--- src/rtl/systolic3x3_top.sv ---
// systolic3x3_top: single-shot 3x3 output-stationary systolic multiplier with serial row-major readout
module systolic3x3_top #(
  parameter int data_size = 2
) (
  input  logic                   clk,
  input  logic                   reset,
  input  logic [data_size-1:0]   a1,
  input  logic [data_size-1:0]   a2,
  input  logic [data_size-1:0]   a3,
  input  logic [data_size-1:0]   b1,
  input  logic [data_size-1:0]   b2,
  input  logic [data_size-1:0]   b3,
  output logic [2*data_size:0]   out_data
);
  localparam int W  = data_size;
  localparam int PW = 2 * W;
  localparam int AW = 2 * W + 1;
  logic [4:0]    cnt_q, cnt_d;
  logic          win;
  logic [3:0]    idx;
  logic [W-1:0]  ag_d [3];
  logic [W-1:0]  bg_d [3];
  logic [W-1:0]  sa_q [3];
  logic [W-1:0]  sb_q [3];
  logic [W-1:0]  pa_q [3][3];
  logic [W-1:0]  pb_q [3][3];
  logic [AW-1:0] acc_q [9];
  logic [AW-1:0] acc_d [9];
  logic [AW-1:0] out_q, out_d;
  assign out_data = out_q;
  // Input gating to the 5-edge window, edge counter, MAC sums and readout select.
  always_comb begin
    win     = cnt_q <= 5'd4;
    ag_d[0] = win ? a1 : '0;
    ag_d[1] = win ? a2 : '0;
    ag_d[2] = win ? a3 : '0;
    bg_d[0] = win ? b1 : '0;
    bg_d[1] = win ? b2 : '0;
    bg_d[2] = win ? b3 : '0;
    cnt_d   = (cnt_q == 5'd19) ? cnt_q : cnt_q + 5'd1;
    idx     = 4'(cnt_q - 5'd10);
    out_d   = (cnt_q >= 5'd10 && cnt_q <= 5'd18) ? acc_q[idx] : '0;
    for (int r = 0; r < 3; r++)
      for (int c = 0; c < 3; c++)
        acc_d[3*r+c] = acc_q[3*r+c] + AW'(PW'(pa_q[r][c]) * PW'(pb_q[r][c]));
  end
  // State: the first PE column/row registers double as the port samplers; sa/sb add the skew.
  always_ff @(posedge clk or negedge reset) begin
    if (!reset) begin
      cnt_q <= '0;
      out_q <= '0;
      for (int i = 0; i < 3; i++) begin
        sa_q[i] <= '0;
        sb_q[i] <= '0;
        for (int j = 0; j < 3; j++) begin
          pa_q[i][j] <= '0;
          pb_q[i][j] <= '0;
        end
      end
      for (int i = 0; i < 9; i++) acc_q[i] <= '0;
    end else begin
      cnt_q      <= cnt_d;
      out_q      <= out_d;
      pa_q[0][0] <= ag_d[0];
      sa_q[0]    <= ag_d[1];
      pa_q[1][0] <= sa_q[0];
      sa_q[1]    <= ag_d[2];
      sa_q[2]    <= sa_q[1];
      pa_q[2][0] <= sa_q[2];
      pb_q[0][0] <= bg_d[0];
      sb_q[0]    <= bg_d[1];
      pb_q[0][1] <= sb_q[0];
      sb_q[1]    <= bg_d[2];
      sb_q[2]    <= sb_q[1];
      pb_q[0][2] <= sb_q[2];
      for (int i = 0; i < 3; i++)
        for (int j = 1; j < 3; j++) begin
          pa_q[i][j] <= pa_q[i][j-1];
          pb_q[j][i] <= pb_q[j-1][i];
        end
      for (int i = 0; i < 9; i++) acc_q[i] <= acc_d[i];
    end
  end
endmodule

--- config.mk ---
export PLATFORM = sky130hd
export DESIGN_NAME = systolic3x3_top
export DESIGN_NICKNAME = d
export VERILOG_FILES = /design/src/rtl/systolic3x3_top.sv
export SDC_FILE = /design/constraint.sdc
export NUM_CORES = 1
export LEC_CHECK = 0
export ABC_AREA = 1
export BUFFER_PORTS_ARGS = -buffer_cell sky130_fd_sc_hd__clkbuf_2
export CORE_AREA = 3 3 85 107
export CTS_CLUSTER_SIZE = 24
export DETAILED_ROUTE_END_ITERATION = 12
export DIE_AREA = 0 0 88 110
export PLACE_DENSITY = 0.75
export SETUP_SLACK_MARGIN = 0.15
export SYNTH_ARGS = -nofsm -noshare
export SYNTH_HDL_FRONTEND = slang
export SYNTH_SLANG_ARGS = --single-unit
--- constraint.sdc ---
create_clock -name clk -period 2.4 [get_ports clk]
set_clock_uncertainty 0.2 [all_clocks]
set_input_delay 0.24 -clock clk [delete_from_list [all_inputs] [get_ports clk]]
set_output_delay 0.24 -clock clk [all_outputs]
set_load 0.005 [all_outputs]
Word level (Yosys, flattened, before mapping)
Index checks and enable logic that the tools add are counted.
Cells by class
  add/sub/neg operators: 11
  $mul: 9
  magnitude comparators: 4
  equal/unequal tests: 1
  muxes and demuxes: 10
  bitwise logic cells: 1
  reduce and logical (&&, ||, !) cells: 1
Operators with widths (number)
  5-bit by 4-bit adder with 5-bit output: 9
  2-bit by 2-bit multiplier with 4-bit output: 9
  5-bit binary-select mux with 4-bit select: 1
  5-bit 2-to-1 mux: 3
  2-bit 2-to-1 mux: 6
  5-bit by 1-bit adder with 5-bit output, second input constant: 1
  5-bit equality test, second input constant: 1
  5-bit by 4-bit greater-or-equal comparator with 1-bit output, second input constant: 1
  5-bit greater-or-equal comparator, second input constant: 1
  5-bit by 3-bit <= comparator with 1-bit output, second input constant: 1
  5-bit <= comparator, second input constant: 1
  4-bit inverter with 5-bit output: 1
  4-bit subtractor, second input constant: 1
  1-bit logical AND: 1
Storage, ports and cells
  bits in registers: 103
  input port bits: 14
  output and inout port bits: 5

Longest topological paths before layout
Gate-level depths: netlist (run 1).
  depth in word-level cells: 6
  depth in mapped cells: 10
  gate-level depth less buffers: 10

Worst setup path after synthesis (run 1)
No wires, ideal clock.
  path kind: reg2reg
  from: register pa_q[16] in the netlist's numbering
  to: register acc_q[43] in the netlist's numbering
  data arrival time: 1701 ps
  data required time: 2076 ps
  path slack: 375 ps
  cell stages (with the launch flop): 7
  buffers on the path: 0
  period minus slack after synthesis: 2025 ps
  cell sequence: dfrtp_1 -> nand2_1 -> inv_1 -> fa_1 -> ha_1 -> fa_1 -> xor2_1
RTL lines
  start: declaration: line 25  | logic [W-1:0] pa_q [3][3];
  start signal: indexed assignment: line 78  | pa_q[i][j] <= pa_q[i][j-1];
  end: declaration: line 27  | logic [AW-1:0] acc_q [9];

==> summary.txt, run 1 <==
Pwr
  – Int Pwr: roughly 0.0029 W
  – Combinational share of power: 18.5%
  – Sw Ratio: 31.8%
  – Power Dens Cells: 767 nW/um^2
  – Sequential power share: 55.7%
  – Clock share of power: 25.8%
  – Sw Pwr: 0.00134 W
  – VDD IR max: 0.506 mV
  – Pleak: 3.22 nW

Critical path
  – Worst path cell trace: nand2_1 -> inv_1 -> fa_1 -> ha_1 -> inv_1 -> fa_1 -> xnor2_1
  – R2R depth: 7
  – R2r setup slk: approximately 0.27 ns
  – Setup crit start: pb_q[13]
  – Worst path slowest cell: fa_1
  – R2R Path End: acc_q[33]
  – Critical Path RT: 2.50 ns
  – Startpoint types: flop
  – Worst EP arrival: 2.24 ns
  – WS Path Type: reg -> reg
  – RR Startpoint: pb_q[13]
  – Crit-path max cell delay: a little over 0.5 ns
  – Worst Path Max Fanout: 3
  – Worst setup EP type: flop

GRT
  – Global-route wire length before repair: ~15000 um
  – All-Layer GR Usage: 20.5%
  – Initial antenna violation count: 0
  – Grt ovf: 0
  – Pin count of the biggest net entering global routing: 53
  – Vias in the first global route: between 3000 and 4000

Synth
  – Compound-Gate Fraction of Synth Area: ~2.3%
  – Post-synthesis register bit count: 103
  – Synth warn: 0
  – Mapped Nets: 555
  – Distinct cells, synth: 19
  – Mapped Avg Cell Area: 10.4 um^2
  – Simple-gate portion of the synthesized area: between 10% and 20%
  – Post-Synth Adder-Cell Area: roughly a fifth
  – Largest family of logic cells by synthesized area: adder cells
  – Xor and xnor fraction of the mapped netlist area: under 10%
  – Post-Synthesis Cells: 473
  – Register area share after synthesis: a little over half
  – Syn Std Cell Area: roughly 5000 um^2
  – Post-synthesis mux area share: 0%

CTS
  – Clock Path Buffers: 2
  – Clock transition at path regs: 0.11 ns
  – Clock root cell: clkbuf_8
  – Htree depth: 3
  – CTS tree: yes
  – Postcts setup bufs: 0
  – PostCTS Resize Cnt: 0
  – Clock Sinks: 103
  – Clock latency at the later pin of the worst-skew pair: around 0.38 ns
  – CTS buffer count: 9

Timing
  – Pins Over Slew Limit: 0
  – Final min period: approximately 2.1 ns
  – Rel. slew slack: 73.9%
  – Least-Margin Pin Slew: 0.391 ns
  – Final setup TNS: 0 ns
  – Final period utilization: 88.9%
  – Final Hold Viols: 0
  – Fmax: 468 MHz
  – RSZ-0062 raised after global routing: no
  – Setup violators final: 0

Die
  – Die width: 88 um
  – Core Box Area: around 8000 um^2
  – Die height: 110 um
  – IO Pins: 19
  – Die area: 9680 um^2
  – Initial Util: 59.9%
  – Cell row count: 37

Layout
  – Nets: 596
  – Finished Cell Area: between 5000 and 6000 um^2
  – Area added between synthesis and finish: 11.7%
  – Layout cell share with drive strength beyond 1: 8.86%
  – Fill cell count: 619
  – Commonest non-fill, non-tap cell in the layout: dfrtp_1
  – Most frequent cells in the layout: dfrtp_1, nand2_1, inv_1
  – ANT cells: 0

Worst hold path
  – Hold Path Class: in -> async

Route
  – Via density: 5.14
  – Drt total wl: 8440 um
  – Final ANT Viol Nets: 0
  – Via count: about 3200
  – DR WL/cell: ~14 um
  – DRC viols: 0
  – Total iterations of the first detailed-routing run: 4
  – DRT iter0 DRCs: 154

Status
  – Status: complete, no violations

Place
  – Routability cong.: about 0.87
  – Placed inst area: 5150 um^2
  – Buffers added on ports: 18
  – Final HPWL DP: 6470 um

Run
  – Max cap viols: 0
==> worst max-delay path: cells and delay by family (launching register included) <==
family	cells	cell delay, ns
AND/OR/NAND/NOR	1	0.08
flip-flops	1	0.45
XOR/XNOR	1	0.18
adder cells (fa/ha/maj)	3	1.06
buffers and inverters	2	0.11
==> how the worst max path moves through the flow <==
| stage | end | slack (ns) | cells after the start |
|---|---|---|---|
| finish | acc_q[33] | 0.27 | 7 |
| detailed placement | acc_q[33] | 0.28 | 7 |
| global route | acc_q[23] | 0.18 | 6 |
| floorplan | acc_q[43] | 0.37 | 6 |
| CTS | acc_q[23] | 0.26 | 6 |
| global placement | acc_q[33] | 0.30 | 7 |
==> registers in the layout, indices dropped and copies added, names as in the netlist <==
name	flops
cnt_q	5
out_data	5
pb_q	18
sa_q	6
pa_q	18
acc_q	45
sb_q	6
==> area by class of cell <==
class | instances | area (um^2) | area share, %
Clock inverter | 6 | 62.6 | 1.14
Inverter | 78 | 293 | 5.34
Tap cell | 97 | 121 | 2.21
Timing Repair Buffer | 39 | 295 | 5.38
Clock buffer | 10 | 138 | 2.51
Multi-Input combinational cell | 283 | 2000 | 36.4
Sequential cell | 103 | 2580 | 47.0
==> through the flow <==
step           power [W]  std cells  utilization (%)  hold slack (ns)  setup slack [ns]
6_report         0.00421        616             66.9            0.100             0.265
5_1_grt          0.00448        616             66.9            0.145             0.184
4_1_cts          0.00424        616             66.9            0.115             0.260
3_5_place_dp     0.00316        587             62.9          -0.0210             0.278
3_3_place_gp     0.00308        587             62.9          -0.0216             0.304
2_1_floorplan    0.00287        473                -           -0.256             0.375
==> cell families after synthesis <==
logic type | count (synthesis)
compound gates | 22
xor+xnor | 22
fa+ha+maj | 68
buf+inv | 87
flops | 103
simple gates | 171
==> per-layer routing <==
metal	up-vias	track usage (%)	wire length, um
met1	1547	25.2	3460
met2	57	36.6	4460
met3	18	2.75	309
met4	0	7.89	206
li1	1543	-	-
met5	-	0	0
==> synth_stat cells <==
master / instances / area [um^2]
xnor2_1: 5 / 43.8
o21ai_0: 3 / 15.0
o211ai_1: 1 / 7.51
nor2_1: 24 / 90.1
dfrtp_1: 103 / 2580
fa_1: 18 / 360
inv_1: 74 / 278
buf_2: 7 / 35.0
clkinv_1: 1 / 3.75
a21oi_1: 14 / 70.1
nand2_1: 101 / 379
clkbuf_1: 1 / 3.75
xor2_2: 1 / 16.3
xor2_1: 16 / 140
ha_1: 50 / 626
o21ai_1: 4 / 20.0
inv_2: 3 / 11.3
nand3_1: 46 / 230
buf_1: 1 / 3.75
==> timing repair <==
item,CTS,global route
endpoints found under the hold margin,89,0
hold buffers,13,0
endpoints found under the setup margin,0,0
==> power groups by stage <==
| stage | clock, W | sequential [W] | combinational [W] |
|---|---|---|---|
| after floorplan | 0 | 0.00229 | 0.000577 |
| after global placement | 0 | 0.00238 | 0.000706 |
| after detailed placement | 0 | 0.00238 | 0.000787 |
| after CTS | 0.00110 | 0.00234 | 0.000798 |
| after global routing | 0.00116 | 0.00239 | 0.000935 |
| final | 0.00108 | 0.00234 | 0.000780 |
No activity file was read; power rests on OpenSTA's default activity.
==> run 2: changes to the inputs <==
CORE_AREA = 5 5 87 109   (was 3 3 85 107)
DIE_AREA = 0 0 92 114   (was 0 0 88 110)
==> run 2 against run 1 <==
Net effect: setup slack lost 0.0062 ns; sequential share of layout area shrank 0.42 points; largest power group unchanged; sequential power is essentially flat; critical path depth is the same; sequential cell count is the same; count of clock-buffer cells in the layout shrank 1.
==> summary.txt, run 2 (synthesized netlist as in run 1, its figures left out) <==
Status
  – Status: complete, no violations

Pwr
  – Pleak: 3.25 nW (+0.95%)
  – Design Power: 0.00436 W (+3.6%)
  – Power Dens Cells: 787 nW/um^2 (+2.6%)
  – VDD IR max: 0.520 mV (+2.7%)

GRT
  – All-Layer GR Usage: 19.2% (-1.3 points)
  – Initial antenna violation count: 0 (unchanged)
  – Grt ovf: 0 (unchanged)
  – Global-route met1 utilization: 24.2% (-0.93 points)
  – Global-route wire length before repair: 15700 um (+3.2%)
  – Busiest layer in global routing: met2
  – M3 GR Usage: 3.63% (+0.88 points)
  – Pin count of the biggest net entering global routing: 45 (-15%)
  – GR Util met2: 32.3% (-4.3 points)
  – Vias in the first global route: 3475 (+0.99%)

Critical path
  – Worst Path Max Fanout: 3 (unchanged)
  – WS Path Type: reg -> reg
  – R2R Path End: acc_q[33]
  – Worst setup EP type: flop
  – Startpoint types: flop
  – CP endpoint: acc_q[33]
  – R2R depth: 7 (unchanged)
  – Setup crit start: pb_q[12]
  – RR Startpoint: pb_q[12]
  – R2r setup slk: 0.26 ns (about the same)
  – Critical Path RT: 2.46 ns (-0.04 ns)
  – Worst EP arrival: 2.20 ns (-0.04 ns)

Timing
  – RSZ-0062 raised after global routing: no
  – Final period utilization: 89.2% (+0.26 points)
  – Final Hold Viols: 0 (unchanged)
  – Final min period: 2.14 ns (+0.00617 ns)
  – Setup violators final: 0 (unchanged)
  – Pins Over Slew Limit: 0 (unchanged)
  – Least-Margin Pin Slew: 0.584 ns (+0.193 ns)
  – Final setup TNS: 0 ns (unchanged)
  – Fmax: 467 MHz (-0.29%)
  – Rel. slew slack: 61.0% (-13 points)

Layout
  – Max FFs per register: 45 (unchanged)
  – Commonest non-fill, non-tap cell in the layout: dfrtp_1
  – Finished Cell Area: 5540 um^2 (+0.91%)
  – Most frequent cells in the layout: dfrtp_1, nand2_1, inv_1
  – ANT cells: 0 (unchanged)
  – Layout cell share with drive strength beyond 1: 9.04% (+0.18 points)
  – Final Util: 65.4% (-1.5 points)
  – Fill cell count: 653 (+5.5%)
  – Nets: 597 (+0.17%)
  – Top flop regs: acc_q (45), pa_q (18), pb_q (18)
  – Top reg by flops: acc_q
  – Area added between synthesis and finish: 12.7%

Place
  – Final HPWL DP: 6560 um (+1.3%)
  – Placed inst area: 5170 um^2 (+0.32%)
  – Routability cong.: 0.837 (-3.6%)
  – Buffers added on ports: 18 (unchanged)

CTS
  – Clock Sinks: 103 (unchanged)
  – Clock Path Buffers: 2 (unchanged)
  – PostCTS Resize Cnt: 0 (unchanged)
  – Clock root cell: clkbuf_8
  – CTS tree: yes
  – Htree depth: 3 (unchanged)
  – Clock latency at the later pin of the worst-skew pair: 0.37 ns (about the same)
  – CTS buffer count: 9 (unchanged)
  – Clock transition at path regs: 0.10 ns (about the same)

Worst hold path
  – Hold Path Class: reg -> reg

Route
  – DRC viols: 0 (unchanged)
  – Drt total wl: 8570 um (+1.6%)
  – Total iterations of the first detailed-routing run: 4 (unchanged)
  – DR WL/cell: 13.8 um (+0.93%)
  – Via count: 3170 (+0.16%)
  – Via density: 5.11 (-0.49%)
  – DRT iter0 DRCs: 149 (-3.2%)
  – Final ANT Viol Nets: 0 (unchanged)

Die
  – Die area: 10500 um^2 (+8.3%)
  – Cell row count: 38 (+2.7%)
  – Initial Util: 58.0% (-1.9 points)
  – Core Box Area: 8460 um^2 (+3.3%)
  – IO Pins: 19 (unchanged)
  – Die height: 114 um (+3.6%)
  – Die width: 92 um (+4.5%)

Run
  – Max cap viols: 0 (unchanged)
## run 2: critical path, stage by stage (launching register included)
cell and delay (ns):
dfrtp_1 0.44, nand2_1 0.08, inv_1 0.05, fa_1 0.49
ha_1 0.19, inv_1 0.06, fa_1 0.38, xnor2_1 0.14
## run 2: power by group
group / leakage (nW) / switching (W) / internal (W)
combinational: 1.81 / 0.000429 / 0.000365
sequential: 1.33 / 0.000270 / 0.00208
clock: 0.116 / 0.000614 / 0.000602
total: 3.25 / 0.00131 / 0.00304
## run 2: metrics by stage
stage	hold slack (ns)	cells	setup WS, ns
2_1_floorplan	-0.256	473	0.375
3_3_place_gp	0.0822	590	0.310
3_5_place_dp	0.0897	590	0.260
4_1_cts	0.157	619	0.238
5_1_grt	0.165	620	0.175
6_report	0.156	620	0.259
## run 2: layer usage
layer | wire length, um | part of all wire (%) | vias up
met5 | 0 | 0 | -
met4 | 199 | 2.3 | 0
met3 | 276 | 3.2 | 16
met2 | 4490 | 52 | 61
met1 | 3600 | 42 | 1546
li1 | - | - | 1547
## run 2: worst min-delay path by stage
stage          cells past startpoint  startpoint  slack, ns  endpoint
2_1_floorplan                      0       reset      -0.26  acc_q[0]
3_3_place_gp                       1       reset       0.08  acc_q[9]
3_5_place_dp                       1       reset       0.09   pa_q[1]
4_1_cts                            0     sb_q[3]       0.16   sb_q[1]
5_1_grt                            0     sb_q[3]       0.16   sb_q[1]
6_report                           0     sb_q[3]       0.16   sb_q[1]
## run 2: cell type report
cell class / count / area [um^2] / area share [%]
flip-flops and latches: 103 / 2580 / 46.6
multi-input cells: 283 / 2000 / 36.1
repair buffers: 40 / 315 / 5.70
inverters: 78 / 293 / 5.29
well taps: 100 / 125 / 2.26
clock buffers: 9 / 124 / 2.24
clock inverters: 7 / 103 / 1.85
## run 2: repair_timing
action / 4_1_cts / 5_1_grt
buffers inserted: 0 / 1
setup endpoints to repair: 0 / 1
hold endpoints to repair: 54 / 0
hold buffers: 13 / 0
